<file path="src/rtl/phy_tx_sched.sv">
// phy_tx_sched: two-lane scheduler in front of the transmit serializer.
//
// After link enable, the block emits TRAIN_LEN COM symbols. It then enters
// ACTIVE, where it forwards one byte per clk_f cycle from lane 0 or lane 1.
// Lanes are chosen by bounded round-robin: the preferred lane keeps the link
// for at most MAX_BURST consecutive grants while the other lane is waiting.
// When neither lane has data, the block sends IDL fill symbols. The
// registered outputs feed the parallel-to-serial stage that runs on clk_8f.
//
// Ports:
//   clk_f                 scheduler clock; all state changes on its rising edge
//   reset                 asynchronous, active-high reset
//   enable                link enable; when low, the link drops back to idle
//   data_in0/valid_in0    lane 0 byte and request
//   ready0                lane 0 byte accepted this cycle (combinational)
//   data_in1/valid_in1    lane 1 byte and request
//   ready1                lane 1 byte accepted this cycle (combinational)
//   data_out              byte or symbol to the serializer (registered)
//   valid_out             data_out carries lane data (registered)
//   k_char                data_out is a COM or IDL control symbol (registered)
//   lane_sel              source lane of the last lane byte (registered)
//   active                scheduler is in ACTIVE (registered)
module phy_tx_sched #(
    parameter int         TRAIN_LEN = 4,
    parameter logic [7:0] COM       = 8'hBC,
    parameter logic [7:0] IDL       = 8'h7C,
    parameter int         MAX_BURST = 4
) (
    input  logic       clk_f,
    input  logic       reset,
    input  logic       enable,
    input  logic [7:0] data_in0,
    input  logic       valid_in0,
    output logic       ready0,
    input  logic [7:0] data_in1,
    input  logic       valid_in1,
    output logic       ready1,
    output logic [7:0] data_out,
    output logic       valid_out,
    output logic       k_char,
    output logic       lane_sel,
    output logic       active
);

    localparam int TW = (TRAIN_LEN > 1) ? $clog2(TRAIN_LEN) : 1;
    localparam int BW = (MAX_BURST > 1) ? $clog2(MAX_BURST) : 1;
    localparam logic [TW-1:0] TRAIN_LAST = TW'(TRAIN_LEN - 1);
    localparam logic [BW-1:0] BURST_LAST = BW'(MAX_BURST - 1);

    localparam logic [1:0] ST_IDLE_RST = 2'd0;
    localparam logic [1:0] ST_TRAIN    = 2'd1;
    localparam logic [1:0] ST_ACTIVE   = 2'd2;

    logic [1:0]    state_q, state_d;
    logic [TW-1:0] train_cnt_q, train_cnt_d;
    logic          pref_q, pref_d;
    logic [BW-1:0] burst_cnt_q, burst_cnt_d;
    logic [7:0]    data_out_q, data_out_d;
    logic          valid_out_q, valid_out_d;
    logic          k_char_q, k_char_d;
    logic          lane_sel_q, lane_sel_d;
    logic          active_q, active_d;

    logic       gnt_any;
    logic       gnt_lane;
    logic       xfer;
    logic       other_valid;
    logic [7:0] gnt_data;

    // Grant goes to the preferred lane if it is requesting; otherwise it goes
    // to the other lane.
    always_comb begin
        gnt_any  = 1'b0;
        gnt_lane = pref_q;
        if (pref_q ? valid_in1 : valid_in0) begin
            gnt_any  = 1'b1;
            gnt_lane = pref_q;
        end else if (pref_q ? valid_in0 : valid_in1) begin
            gnt_any  = 1'b1;
            gnt_lane = ~pref_q;
        end
    end

    assign xfer        = (state_q == ST_ACTIVE) && enable && gnt_any;
    assign other_valid = gnt_lane ? valid_in0 : valid_in1;
    assign gnt_data    = gnt_lane ? data_in1 : data_in0;

    // The reset term appears only on the handshake outputs. A requester must
    // see ready drop as soon as reset asserts. Its byte is lost because the
    // flops are being cleared at the same time.
    assign ready0 = xfer && !gnt_lane && !reset;
    assign ready1 = xfer &&  gnt_lane && !reset;

    always_comb begin
        // NOTE: every *_d gets a default before any branch, so no path can
        // leave a signal unassigned and infer a latch.
        state_d     = state_q;
        train_cnt_d = train_cnt_q;
        pref_d      = pref_q;
        burst_cnt_d = burst_cnt_q;
        data_out_d  = data_out_q;
        valid_out_d = valid_out_q;
        k_char_d    = k_char_q;
        lane_sel_d  = lane_sel_q;
        active_d    = active_q;

        if (!enable || (state_q != ST_TRAIN && state_q != ST_ACTIVE)) begin
            // Link down, or in idle (an unused encoding is also treated as
            // idle). Everything goes back to its reset value.
            state_d     = (enable && state_q == ST_IDLE_RST) ? ST_TRAIN : ST_IDLE_RST;
            train_cnt_d = '0;
            pref_d      = 1'b0;
            burst_cnt_d = '0;
            data_out_d  = 8'h00;
            valid_out_d = 1'b0;
            k_char_d    = 1'b0;
            lane_sel_d  = 1'b0;
            active_d    = 1'b0;
        end else if (state_q == ST_TRAIN) begin
            data_out_d  = COM;
            k_char_d    = 1'b1;
            valid_out_d = 1'b0;
            if (train_cnt_q == TRAIN_LAST) begin
                state_d     = ST_ACTIVE;
                active_d    = 1'b1;
                train_cnt_d = '0;
            end else begin
                train_cnt_d = train_cnt_q + 1'b1;
            end
        end else begin
            active_d = 1'b1;
            if (xfer) begin
                data_out_d  = gnt_data;
                valid_out_d = 1'b1;
                k_char_d    = 1'b0;
                lane_sel_d  = gnt_lane;
                if (gnt_lane != pref_q) begin
                    // The preferred lane was idle, so the lane that got the
                    // grant becomes the preferred lane.
                    pref_d      = gnt_lane;
                    burst_cnt_d = '0;
                end else if (other_valid) begin
                    // Contention: after MAX_BURST grants in a row, hand
                    // preference to the other lane.
                    if (burst_cnt_q == BURST_LAST) begin
                        pref_d      = ~pref_q;
                        burst_cnt_d = '0;
                    end else begin
                        burst_cnt_d = burst_cnt_q + 1'b1;
                    end
                end else begin
                    burst_cnt_d = '0;
                end
            end else begin
                data_out_d  = IDL;
                valid_out_d = 1'b0;
                k_char_d    = 1'b1;
            end
        end
    end

    // NOTE: sequential state uses non-blocking assignments. Every flop then
    // samples the values from before the edge, whatever order the
    // statements are in.
    always_ff @(posedge clk_f or posedge reset) begin
        if (reset) begin
            state_q     <= ST_IDLE_RST;
            train_cnt_q <= '0;
            pref_q      <= 1'b0;
            burst_cnt_q <= '0;
            data_out_q  <= 8'h00;
            valid_out_q <= 1'b0;
            k_char_q    <= 1'b0;
            lane_sel_q  <= 1'b0;
            active_q    <= 1'b0;
        end else begin
            state_q     <= state_d;
            train_cnt_q <= train_cnt_d;
            pref_q      <= pref_d;
            burst_cnt_q <= burst_cnt_d;
            data_out_q  <= data_out_d;
            valid_out_q <= valid_out_d;
            k_char_q    <= k_char_d;
            lane_sel_q  <= lane_sel_d;
            active_q    <= active_d;
        end
    end

    assign data_out  = data_out_q;
    assign valid_out = valid_out_q;
    assign k_char    = k_char_q;
    assign lane_sel  = lane_sel_q;
    assign active    = active_q;

endmodule
</file>
<file path="config.mk">
export PLATFORM = sky130hd
export DESIGN_NAME = phy_tx_sched
export DESIGN_NICKNAME = d
export VERILOG_FILES = /design/src/rtl/phy_tx_sched.sv
export SDC_FILE = /design/constraint.sdc
export NUM_CORES = 1
export LEC_CHECK = 0
export BUFFER_PORTS_ARGS = -buffer_cell sky130_fd_sc_hd__buf_2
export CAP_MARGIN = 20
export CORE_ASPECT_RATIO = 1.25
export CORE_MARGIN = 8
export CORE_UTILIZATION = 48
export CTS_CLUSTER_SIZE = 24
export DETAILED_ROUTE_END_ITERATION = 12
export GPL_TIMING_DRIVEN = 0
export PLACE_DENSITY_LB_ADDON = 0.2
export SLEW_MARGIN = 20
export SYNTH_ARGS = -nofsm -noshare
export SYNTH_HDL_FRONTEND = slang
export SYNTH_SLANG_ARGS = --single-unit
export TNS_END_PERCENT = 30
</file>
<file path="constraint.sdc">
create_clock -name clk_f -period 1.7 [get_ports clk_f]
set_input_delay 0.34 -clock clk_f [delete_from_list [all_inputs] [get_ports clk_f]]
set_output_delay 0.34 -clock clk_f [all_outputs]
set_load 0.005 [all_outputs]
</file>
== Yosys cells after proc, flatten, opt, wreduce, memory -nomap -nowiden ==
Cells that the tools add are included.
Storage, ports and cells
  register bits after elaboration: 19
  output and inout bits: 14
  latch bits: 0
  memories: 0
  input port bits: 21
  word-level logic and storage cells: 84
  RAM bits: 0
  ROM bits: 0
Cells by class
  reduce and logical (&&, ||, !) cells: 21
  $lt $le $gt $ge: 0
  divide/modulo/power cells: 0
  shift-type cells: 0
  multiplexer cells: 42
  $add $sub $neg: 2
  multipliers: 0
  bitwise logic cells: 1
  equality and inequality tests: 9
Operators with widths (number)
  8-bit 2-to-1 mux: 4
  1-bit 2-to-1 mux: 26
  2-bit 2-to-1 mux: 12
  1-bit logical AND: 8
  2-bit == test, second input constant: 3
  2-bit nonzero test: 3
  3-bit nonzero test: 2
  2-bit by 1-bit adder with 2-bit output, second input constant: 2
  2-bit != test, second input constant: 2
  2-bit AND reduction: 2
  4-bit AND reduction: 1
  1-bit zero test: 3
  3-bit by 2-bit != test with 1-bit output, second input constant: 1
  2-bit by 1-bit == test with 1-bit output, second input constant: 1
  2-bit zero test: 1
  2-bit by 1-bit != test with 1-bit output, second input constant: 1
  1-bit logical OR: 1
  1-bit != test: 1
  1-bit inverter: 1

== Logic depth before layout (Yosys ltp) ==
Gate-level depths: netlist of the first run.
  depth in word-level cells: 9
  mapped depth: 8
  gate-level depth less buffers: 7

== Least setup slack after synthesis of the first run ==
Ideal clock, no wire load.
  path kind: input to register
  from: input valid_in1
  to: register burst_cnt_q[0]
  setup time: 0.078 ns
  path slack: -0.024 ns
  cell stages on the path: 8
  data required time: 1.622 ns
  buffers on the path: 1
  data arrival time: 1.646 ns
  path through: buf_2 -> inv_1 -> nand2_1 -> a21o_1 -> ha_1 -> nand4b_1 -> or4_1 -> a21oi_1
On the way
  longest elaborated chain between the ends: 9
  elaborated cells between the ends (all ways): 16
  those cells by class: 1 x eq/ne; 12 x mux; 3 x reduce/logical
RTL lines
  from (decl): line 36  | input logic valid_in1,
  1-bit 2-to-1 mux (2 in series): line 78  | end else if (pref_q ? valid_in0 : valid_in1) begin
  1-bit 2-to-1 mux: line 75  | if (pref_q ? valid_in1 : valid_in0) begin
  1-bit 2-to-1 mux: line 85  | assign other_valid = gnt_lane ? valid_in0 : valid_in1;
  2-bit 2-to-1 mux: line 142  | end else if (other_valid) begin
  2-bit 2-to-1 mux: line 137  | if (gnt_lane != pref_q) begin
  2-bit 2-to-1 mux: line 132  | if (xfer) begin
  2-bit 2-to-1 mux: line 119  | end else if (state_q == ST_TRAIN) begin
  2-bit 2-to-1 mux: line 107  | if (!enable || (state_q != ST_TRAIN && state_q != ST_ACTIVE)) begin
  to (signal assigned): line 180  | burst_cnt_q <= burst_cnt_d;
  to (decl): line 57  | logic [BW-1:0] burst_cnt_q, burst_cnt_d;
Parallel ways exist; a longest one is shown, timed or not. The select of a mux whose other input is x is not followed.
A chain may end at the register's enable or synchronous reset.

== Final worst setup path of the first run ==
  from: register state_q[0]
  to: output ready1
On the way
  longest elaborated chain between the ends: 5
RTL lines
  from (decl): line 54  | logic [1:0] state_q, state_d;
  from (signal assigned): line 177  | state_q <= state_d;
  2-bit == test: line 84  | assign xfer = (state_q == ST_ACTIVE) && enable && gnt_any;
  1-bit logical AND (2 in series): line 84
  1-bit logical AND (2 in series): line 92  | assign ready1 = xfer && gnt_lane && !reset;
  to (decl): line 37  | output logic ready1,
Every way passes these cells.

==> results of run 1 <==
critical path, delay by kind of cell, from the launching register on:
family                     cells  cell delay [ps]
adders and majority gates      1              130
buffers and inverters          2              190
DFF                            1              410
and+or+nand+nor                3              340
cell families (layout without fill, tap and decap cells):
group	count (synthesis)	in the layout	share of synthesized area (%)
AND/OR/NAND/NOR	45	45	21.47
multiplexers	3	3	2.945
flip-flops	19	19	46.63
adder cells (fa/ha/maj)	7	7	8.589
buffers and inverters	11	53	5.031
AO/OA/AOI/OAI	23	23	15.34
layer usage:
| metal | up-vias | GRT usage [%] | wire length, µm | share of wire (%) |
|---|---|---|---|---|
| met1 | 458 | 13.71 | 965 | 38 |
| met2 | 24 | 25.99 | 1363 | 53 |
| met4 | 0 | 8.777 | 48 | 1.9 |
| li1 | 461 | - | - | - |
| met3 | 4 | 5.323 | 190 | 7.4 |
| met5 | - | 0 | 0 | 0 |
through the flow:
| stage | area (µm²) | hold slack [ps] | util [%] | power, mW | setup TNS [ps] |
|---|---|---|---|---|---|
| after global placement | 1217 | 507.6 | 60.74 | 0.6334 | -76.42 |
| after global routing | 1335 | 244.8 | 66.60 | 0.9281 | -340.9 |
| after CTS | 1308 | 184.0 | 65.23 | 0.8765 | -0.1464 |
| final | 1335 | 159.9 | 66.60 | 0.8785 | -25.35 |
| after detailed placement | 1217 | 513.8 | 60.74 | 0.6366 | -146.7 |
| after floorplan | 1032 | 291.1 | - | 0.5782 | 0 |
sequential cells by signal, indices dropped and copies added, names as in the netlist:
| register | flops |
|---|---|
| state_q | 2 |
| active | 1 |
| valid_out | 1 |
| pref_q | 1 |
| burst_cnt_q | 2 |
| k_char | 1 |
| data_out | 8 |
| train_cnt_q | 2 |
| lane_sel | 1 |
power by group through the flow:
stage               Clock (mW)  Combinational, mW  Sequential, mW
floorplan                    0             0.0899           0.488
global placement             0              0.148           0.486
detailed placement           0              0.150           0.486
CTS                      0.236              0.164           0.477
global route             0.255              0.193           0.481
finish                   0.232              0.169           0.477
worst max-delay path by stage:
stage,from,end,slack (ps)
after detailed placement,valid_in1,burst_cnt_q[0],-110
after CTS,state_q[0],ready0,-0.1
after global routing,state_q[0],ready1,-110
after global placement,valid_in1,burst_cnt_q[0],-80
final,state_q[0],ready1,-20
after floorplan,valid_in1,burst_cnt_q[0],2
cell usage after synthesis:
cell type and n:
nand4b_1 1, a211o_1 1, nor3_1 1, nand2b_1 2, buf_2 2, buf_6 1
inv_1 6, and3_1 2, nand2b_4 1, a31oi_1 1, ha_1 7, and2_1 2
o21ai_0 3, a21boi_0 1, nand3_1 8, mux2i_1 3, nor2_1 19, o21bai_1 1
or3_1 1, dfrtp_1 19, a221oi_1 4, nand4_1 1, a21o_1 1, o221a_1 1
nand2_1 6, a21oi_1 7, clkbuf_1 2, a21boi_1 2, or4_1 1, o211ai_1 1
layout make-up:
| cell class | count | share of cell area, % |
|---|---|---|
| Multi-Input combinational cell | 78 | 41.24 |
| Tap cell | 20 | 1.874 |
| Buffer | 5 | 2.249 |
| Clock buffer | 4 | 1.968 |
| Sequential cell | 19 | 35.61 |
| Inverter | 6 | 1.687 |
| Timing Repair Buffer | 38 | 15.37 |
timing repair:
action,CTS,global route
buffers inserted,5,1
gates resized for setup,8,5
pin swaps,1,1
gates cloned,0,0
setup endpoints to repair,2,9
==> summary.md, run 1 <==
| Metric | Value |
|---|---|
| DRT iter0 DRCs | 26 |
| Post-synthesis sequential area ratio | 46.63% |
| Status | complete, but fails checks |
| Max frequency | 0.5821 GHz |
| Std-Cell Core Area | 2004 µm² |
| Via/cell ratio | 5.571 |
| DR DRC count | 0 |
| Post-layout minimum cycle time | 1718 ps |
| FILL cells | 180 |
| CTS Buf Count | 3 |
| Vias in the first global route | 1022 |
| Switch share | 27.34% |
| Grt ovf | 0 |
| Fin worst setup slack | -17.88 ps |
| Ant diodes | 0 |
| CTS sink cnt | 19 |
| LEAKAGE | 0.6678 nW |
| Initial Util | 50.87% |
| Netlist cell types | 30 |
| Slowest CP cell | dfrtp_1 |
| Antenna Nets Post-Route | 0 |
| Clk_skew | 1.530 ps |
| Worst slew pin tran | 721.5 ps |
| Logic pwr share | 19.3% |
| WL per Instance | 15.10 µm |
| Nets@finish | 179 |
| Worst skew pair latency | 300 ps |
| Yosys Warn Count | 0 |
| Hpwl dp | 1892 µm |
| DR vias | 947 |
| TritonCTS clock tree | yes |
| Storage element area | 475.5 µm² |
| Failing checks | negative setup slack |
| WS Path Type | reg2out |
| Fraction of layout cells with a size suffix above 1 | 36.67% |
| Clock share of power | 26.4% |
| Routability cong. | 0.7891 |
| Power Density | 658.0 nW/µm² |
| Hold Vio Cnt, Final | 0 |
| Pins Over Slew Limit | 0 |
| Most area-hungry cell type in the Yosys netlist | dfrtp_1 |
| Most common cell after layout, fill and taps aside | buf_2 |
| Initial antenna violation count | 0 |
| Top Ports | 35 |
| DP Worst Slack | -111.9 ps |
| CP peak stage delay | 410 ps |
| TritonRoute pass-1 iters | 4 |
| Peak supply drop | 0.5106 mV |
| Die X | 57.23 µm |
| Commonest non-fill, non-tap cells in the layout | 35 x buf_2, 19 x nor2_1, 19 x dfrtp_1 |
| Final setup viols | 2 |
| Top cells by area, synth | dfrtp_1 47%, ha_1 8.6%, nor2_1 7.0%, nand3_1 3.9%, a21oi_1 3.4% |
| Flop pwr share | 54.3% |
| Worst Reg2Reg Path Length in Cells | 6 |
| Number of max-cap violations | 0 |
| Critical Path Source Type | register |
| Slew margin rel. | 51.84% |
| First-pass GRT wire length | 4360 µm |
| Worst R2R End | burst_cnt_q[0] |
| Synth Cell Area | 1020 µm² |
| Worst EP arrival | 1380 ps |
| Crit path max fanout | 3 |
| Total wire length | 2567 µm |
| P_sw | 0.2402 mW |
| Req. time, crit path | 1360 ps |
| Area of the die | 3864 µm² |
| Area Overhead vs Synth | 30.92% |
| Cell Rows | 18 |
| Final period util | 101.1% |
| Mapped Cells | 108 |
| Area occupied by multi-input gates | 550.5 µm² |
| Bufs on Longest Clock Path | 2 |
| GRT Total Usage | 14.37% |
| Largest net degree at the start of global routing | 20 |
| CP cell instances | inv_2 -> ha_4 -> and3_4 -> nand2_2 -> nor2_1 -> buf_2 |
| Root buffer cell | clkbuf_4 |
| Hold Crit Class | in2async |
| R2R setup slack | 30 ps |
| # H-tree levels | 1 |
| RSZ-0062 raised after global routing | yes |
| Placed insts | 160 |
| FF-to-FF Start | state_q[0] |
| # port buffers | 32 |
| Int Pwr | 0.6383 mW |
| Clk slew on worst S/H paths | 110 ps |
| Synth top area share | 46.63% |
| Avg Cell Area, Syn | 9.442 µm² |
| Synthesized flop and latch total | 19 |
| Layout Cells excl Fill | 170 |
| Crit. End Element | output pin |
| Hold Buf Count CTS | 0 |
| Syn Nets | 136 |
| Die H | 67.53 µm |
No activity file was read; power rests on OpenSTA's default activity.
==> run 2, diff against run 1 <==
Settings changed: MAX_ROUTING_LAYER set to met4.
==> run 2 against run 1 <==
Net effect:
- the run still ends with negative setup slack left
- power is 0.19% lower
- sequential cell count stayed put
- clock skew hardly changed
- hold slack better by 1.6 ps
- sequential share of layout area stayed put
- setup slack better by 1.9 ps
- utilization stayed put
- global-route usage is 0.45 points higher
- register-to-register slack hardly changed
- critical path depth stayed put
==> summary.md, run 2 (synthesis gave the netlist of run 1 again) <==
| Metric | Value |
|---|---|
| DR DRC count | 0 |
| Worst skew pair latency | 300 ps |
| Flop pwr share | 54.4% |
| Crit path max fanout | 3 |
| Routing usage on met3 | 4.943% |
| WS Path Type | reg2out |
| Hold Vio Cnt, Final | 0 |
| Critical Path Source Type | register |
| Post-layout minimum cycle time | 1716 ps |
| Fraction of layout cells with a size suffix above 1 | 36.67% |
| Number of max-cap violations | 0 |
| Root buffer cell | clkbuf_4 |
| M1 GR Usage | 13.93% |
| Req. time, crit path | 1360 ps |
| Cell Rows | 18 |
| Fin worst setup slack | -15.96 ps |
| Clk slew on worst S/H paths | 110 ps |
| Fin util | 66.60% |
| Hpwl dp | 1892 µm |
| Max frequency | 0.5828 GHz |
| Final period util | 100.9% |
| Pins Over Slew Limit | 0 |
| DP Area | 1217 µm² |
| Crit. End Element | output pin |
| R2R setup slack | 30 ps |
| Switch share | 27.21% |
| DRT iter0 DRCs | 25 |
| Total wire length | 2567 µm |
| Worst slew pin tran | 720.5 ps |
| Largest net degree at the start of global routing | 20 |
| Status | complete, but fails checks |
| Hold Buf Count CTS | 0 |
| Worst EP arrival | 1380 ps |
| LEAKAGE | 0.6678 nW |
| Logic pwr share | 19.3% |
| Worst hold margin | 161.5 ps |
| Hold Crit Class | in2async |
| Design area | 1335 µm² |
| First-pass GRT wire length | 4360 µm |
| Slew margin rel. | 51.92% |
| TritonRoute pass-1 iters | 4 |
| Clock share of power | 26.3% |
| Slowest CP cell | dfrtp_1 |
| Peak supply drop | 0.5101 mV |
| Power Density | 656.8 nW/µm² |
| Nets@finish | 179 |
| Area Overhead vs Synth | 30.92% |
| Die X | 57.23 µm |
| Placed insts | 160 |
| FF-to-FF Start | state_q[0] |
| Ant diodes | 0 |
| Top Ports | 35 |
| DP Worst Slack | -111.9 ps |
| Worst R2R End | burst_cnt_q[0] |
| # H-tree levels | 1 |
| DR vias | 956 |
| GR Util met2 | 25.99% |
| Total power | 0.8768 mW |
| Final setup viols | 2 |
| Antenna Nets Post-Route | 0 |
| Std-Cell Core Area | 2004 µm² |
| GR peak layer | met2 |
| Routability cong. | 0.8001 |
| WL per Instance | 15.10 µm |
| Clk_skew | 1.090 ps |
| Layout Cells excl Fill | 170 |
| GRT Total Usage | 14.82% |
| # port buffers | 32 |
| CTS sink cnt | 19 |
| Bufs on Longest Clock Path | 2 |
| Most common cell after layout, fill and taps aside | buf_2 |
| P_sw | 0.2386 mW |
| Die H | 67.53 µm |
| TritonCTS clock tree | yes |
| CTS Buf Count | 3 |
| Grt ovf | 0 |
| Initial Util | 50.87% |
| Initial antenna violation count | 0 |
| Vias in the first global route | 1022 |
| Int Pwr | 0.6382 mW |
| CP peak stage delay | 410 ps |
| Final setup TNS | -20.16 ps |
| RSZ-0062 raised after global routing | yes |
| Area of the die | 3864 µm² |
| Failing checks | negative setup slack |
| Commonest non-fill, non-tap cells in the layout | 35 x buf_2, 19 x nor2_1, 19 x dfrtp_1 |
| Max reg flops | 8 |
| Worst Reg2Reg Path Length in Cells | 6 |
| CP cell instances | inv_2 -> ha_4 -> and3_4 -> nand2_2 -> nor2_1 -> buf_2 |
| Via/cell ratio | 5.624 |
run 2: area by class of cell:
| class | instances | area [µm²] |
|---|---|---|
| fill | 180 | 669.4 |
| inverter | 6 | 22.52 |
| multi-input combinational | 78 | 550.5 |
| sequential | 19 | 475.5 |
| timing repair buffer | 38 | 205.2 |
| buffer | 5 | 30.03 |
| clock buffer | 4 | 26.28 |
| tap | 20 | 25.02 |
run 2: worst max path at each step:
stage | startpoint | endpoint | cells after the start | slack [ps]
floorplan | valid_in1 | burst_cnt_q[0] | 8 | 2
global placement | valid_in1 | burst_cnt_q[0] | 8 | -80
detailed placement | valid_in1 | burst_cnt_q[0] | 8 | -110
CTS | state_q[0] | ready0 | 6 | -0.1
global route | state_q[0] | ready1 | 6 | -110
finish | state_q[0] | ready1 | 6 | -20
run 2: power groups by stage:
| stage | registers, mW | clock network [mW] | logic, mW |
|---|---|---|---|
| floorplan | 0.488 | 0 | 0.0899 |
| global placement | 0.486 | 0 | 0.148 |
| detailed placement | 0.486 | 0 | 0.150 |
| CTS | 0.477 | 0.236 | 0.164 |
| global route | 0.481 | 0.255 | 0.193 |
| finish | 0.477 | 0.231 | 0.169 |
run 2: layer usage:
layer | vias to the layer above | part of all wire [%]
met2 | 30 | 53
met1 | 459 | 38
li1 | 461 | -
met5 | - | 0
met3 | 6 | 7.5
met4 | 0 | 2.2
run 2: worst max-delay path: cells and delay by family (launching register included):
family                     cells  cell delay, ps
and+or+nand+nor                3             340
buffers and inverters          2             190
DFF                            1             410
adders and majority gates      1             130
run 2: timing repair:
action | in CTS | in global routing
buffers inserted | 5 | 1
setup endpoints to repair | 2 | 9
gates cloned | 0 | 0
resized for setup | 8 | 5
pin swaps | 1 | 1
hold endpoints to repair | 0 | 0
==> run 3, diff against run 2 <==
Settings changed: ABC_AREA set to 0, PLACE_DENSITY set to 0.75, PLACE_DENSITY_LB_ADDON 0.2 to not set.
Clock period 1.7 ns to 1.9 ns, I/O delays scaled along.
==> run 3 against run 2 <==
Net effect:
- the run now ends clean
- via count down 1.4%
- non-clock buffer count is 3 lower
- die area did not move
- hold slack better by 42 ps
- register-to-register slack better by 130 ps
- critical endpoint is now ready0
==> summary.md, run 3 (synthesis gave the netlist of run 1 again) <==
| Metric | Value |
|---|---|
| Initial antenna violation count | 0 |
| Crit. End Element | output pin |
| # port buffers | 32 |
| Top Ports | 35 |
| Cell Rows | 18 |
| Status | completed |
| Nets@finish | 176 |
| Slew margin rel. | 50.53% |
| Worst hold margin | 203.9 ps |
| DR vias | 943 |
| Clk_skew | 1.980 ps |
| Pins Over Slew Limit | 0 |
| TritonRoute pass-1 iters | 4 |
| Antenna Nets Post-Route | 0 |
| WP buf/inv | 2 |
| Routability cong. | 0.7994 |
| CP top delay family | flip-flops |
| Worst slew pin tran | 741.2 ps |
| GRT Total Usage | 14.14% |
| Fin util | 63.98% |
| WL per Instance | 14.79 µm |
| Peak supply drop | 0.4458 mV |
| Power Density | 611.3 nW/µm² |
| DP Area | 1205 µm² |
| Most common cell after layout, fill and taps aside | buf_2 |
| Final period util | 94.47% |
| Via/cell ratio | 5.647 |
| Area Overhead vs Synth | 25.77% |
| Root buffer cell | clkbuf_4 |
| Critical Path Source Type | register |
| Design area | 1282 µm² |
| CTS sink cnt | 19 |
| Vias in the first global route | 1009 |
| Ant diodes | 0 |
| # H-tree levels | 1 |
| Slowest CP cell | dfrtp_1 |
| DRT iter0 DRCs | 22 |
| Max reg flops | 8 |
| RSZ-0062 raised after global routing | yes |
| TritonCTS clock tree | yes |
| Fraction of layout cells with a size suffix above 1 | 33.33% |
| Worst EP arrival | 1410 ps |
| Final setup viols | 0 |
| CP peak stage delay | 410 ps |
| Hold Vio Cnt, Final | 0 |
| DR DRC count | 0 |
| Crit path max fanout | 4 |
| Post-layout minimum cycle time | 1795 ps |
| Placed insts | 160 |
| Die X | 57.23 µm |
| CTS Buf Count | 3 |
| Req. time, crit path | 1520 ps |
| LEAKAGE | 0.6487 nW |
| CP cell instances | inv_2 -> ha_4 -> and3_4 -> nand2_1 -> nor2_1 -> buf_2 |
| Max frequency | 0.5571 GHz |
| Number of max-cap violations | 0 |
| Die H | 67.53 µm |
| Layout Cells excl Fill | 167 |
| Worst skew pair latency | 300 ps |
| Clk slew on worst S/H paths | 110 ps |
| Hold Crit Class | in2async |
| Largest net degree at the start of global routing | 20 |
| Hpwl dp | 1893 µm |
| WS Path Type | reg2out |
| First-pass GRT wire length | 4195 µm |
| Bufs on Longest Clock Path | 2 |
| Initial Util | 50.87% |
| Grt ovf | 0 |
| Area of the die | 3864 µm² |
| Std-Cell Core Area | 2004 µm² |
| Commonest non-fill, non-tap cells in the layout | 34 x buf_2, 19 x nor2_1, 19 x dfrtp_1 |
| Total wire length | 2470 µm |
-- run 3: what timing repair did --
action                                  CTS  global route
pin swaps                                 0             1
buffers inserted                          1             2
gates resized for setup                   4             5
hold buffers                              0             0
endpoints found under the setup margin    2             2
-- run 3: layout make-up --
| cell class | instances | area (µm²) |
|---|---|---|
| Fill cell | 175 | 721.9 |
| Multi-Input combinational cell | 78 | 520.5 |
| Sequential cell | 19 | 475.5 |
| Timing Repair Buffer | 35 | 182.7 |
| Buffer | 5 | 28.78 |
| Tap cell | 20 | 25.02 |
| Clock buffer | 3 | 22.52 |
| Inverter | 6 | 22.52 |
| Clock inverter | 1 | 5.005 |
-- run 3: final timing paths --
check,slack [ps],start,end,cells after the start
min in group clk_f,310,data_in1[0],data_out[0],3
worst max register to register,160,state_q[0],valid_out,6
max in group asynchronous,1230,reset,train_cnt_q[1],2
worst min-delay path,200,reset,data_out[6],2
worst max-delay path,110,state_q[0],ready0,6
worst min register to register,560,lane_sel,lane_sel,2
-- run 3: metal layers --
layer / routed length, µm / GRT usage (%) / share of wire [%] / vias to the layer above
li1: - / - / - / 454
met5: 0 / - / 0 / -
met2: 1276 / 25.56 / 52 / 30
met1: 968 / 13.09 / 39 / 453
met3: 170 / 3.802 / 6.9 / 6
met4: 55 / 8.777 / 2.2 / 0
-- run 3: where the power goes --
| group | internal, mW | leakage (nW) | switching, mW |
|---|---|---|---|
| clock network | 0.0786 | 0.0177 | 0.132 |
| logic | 0.0648 | 0.371 | 0.0822 |
| registers | 0.421 | 0.260 | 0.00605 |
| total | 0.564 | 0.649 | 0.220 |
-- run 3: metrics by stage --
stage | power, mW | setup WS (ps) | TNS [ps]
final | 0.7840 | 105.0 | 0
after global routing | 0.8247 | -6.585 | -6.585
after CTS | 0.7888 | 11.53 | 0
after detailed placement | 0.5710 | 22.44 | 0
after global placement | 0.5643 | 44.70 | 0
after floorplan | 0.5161 | 135.7 | 0
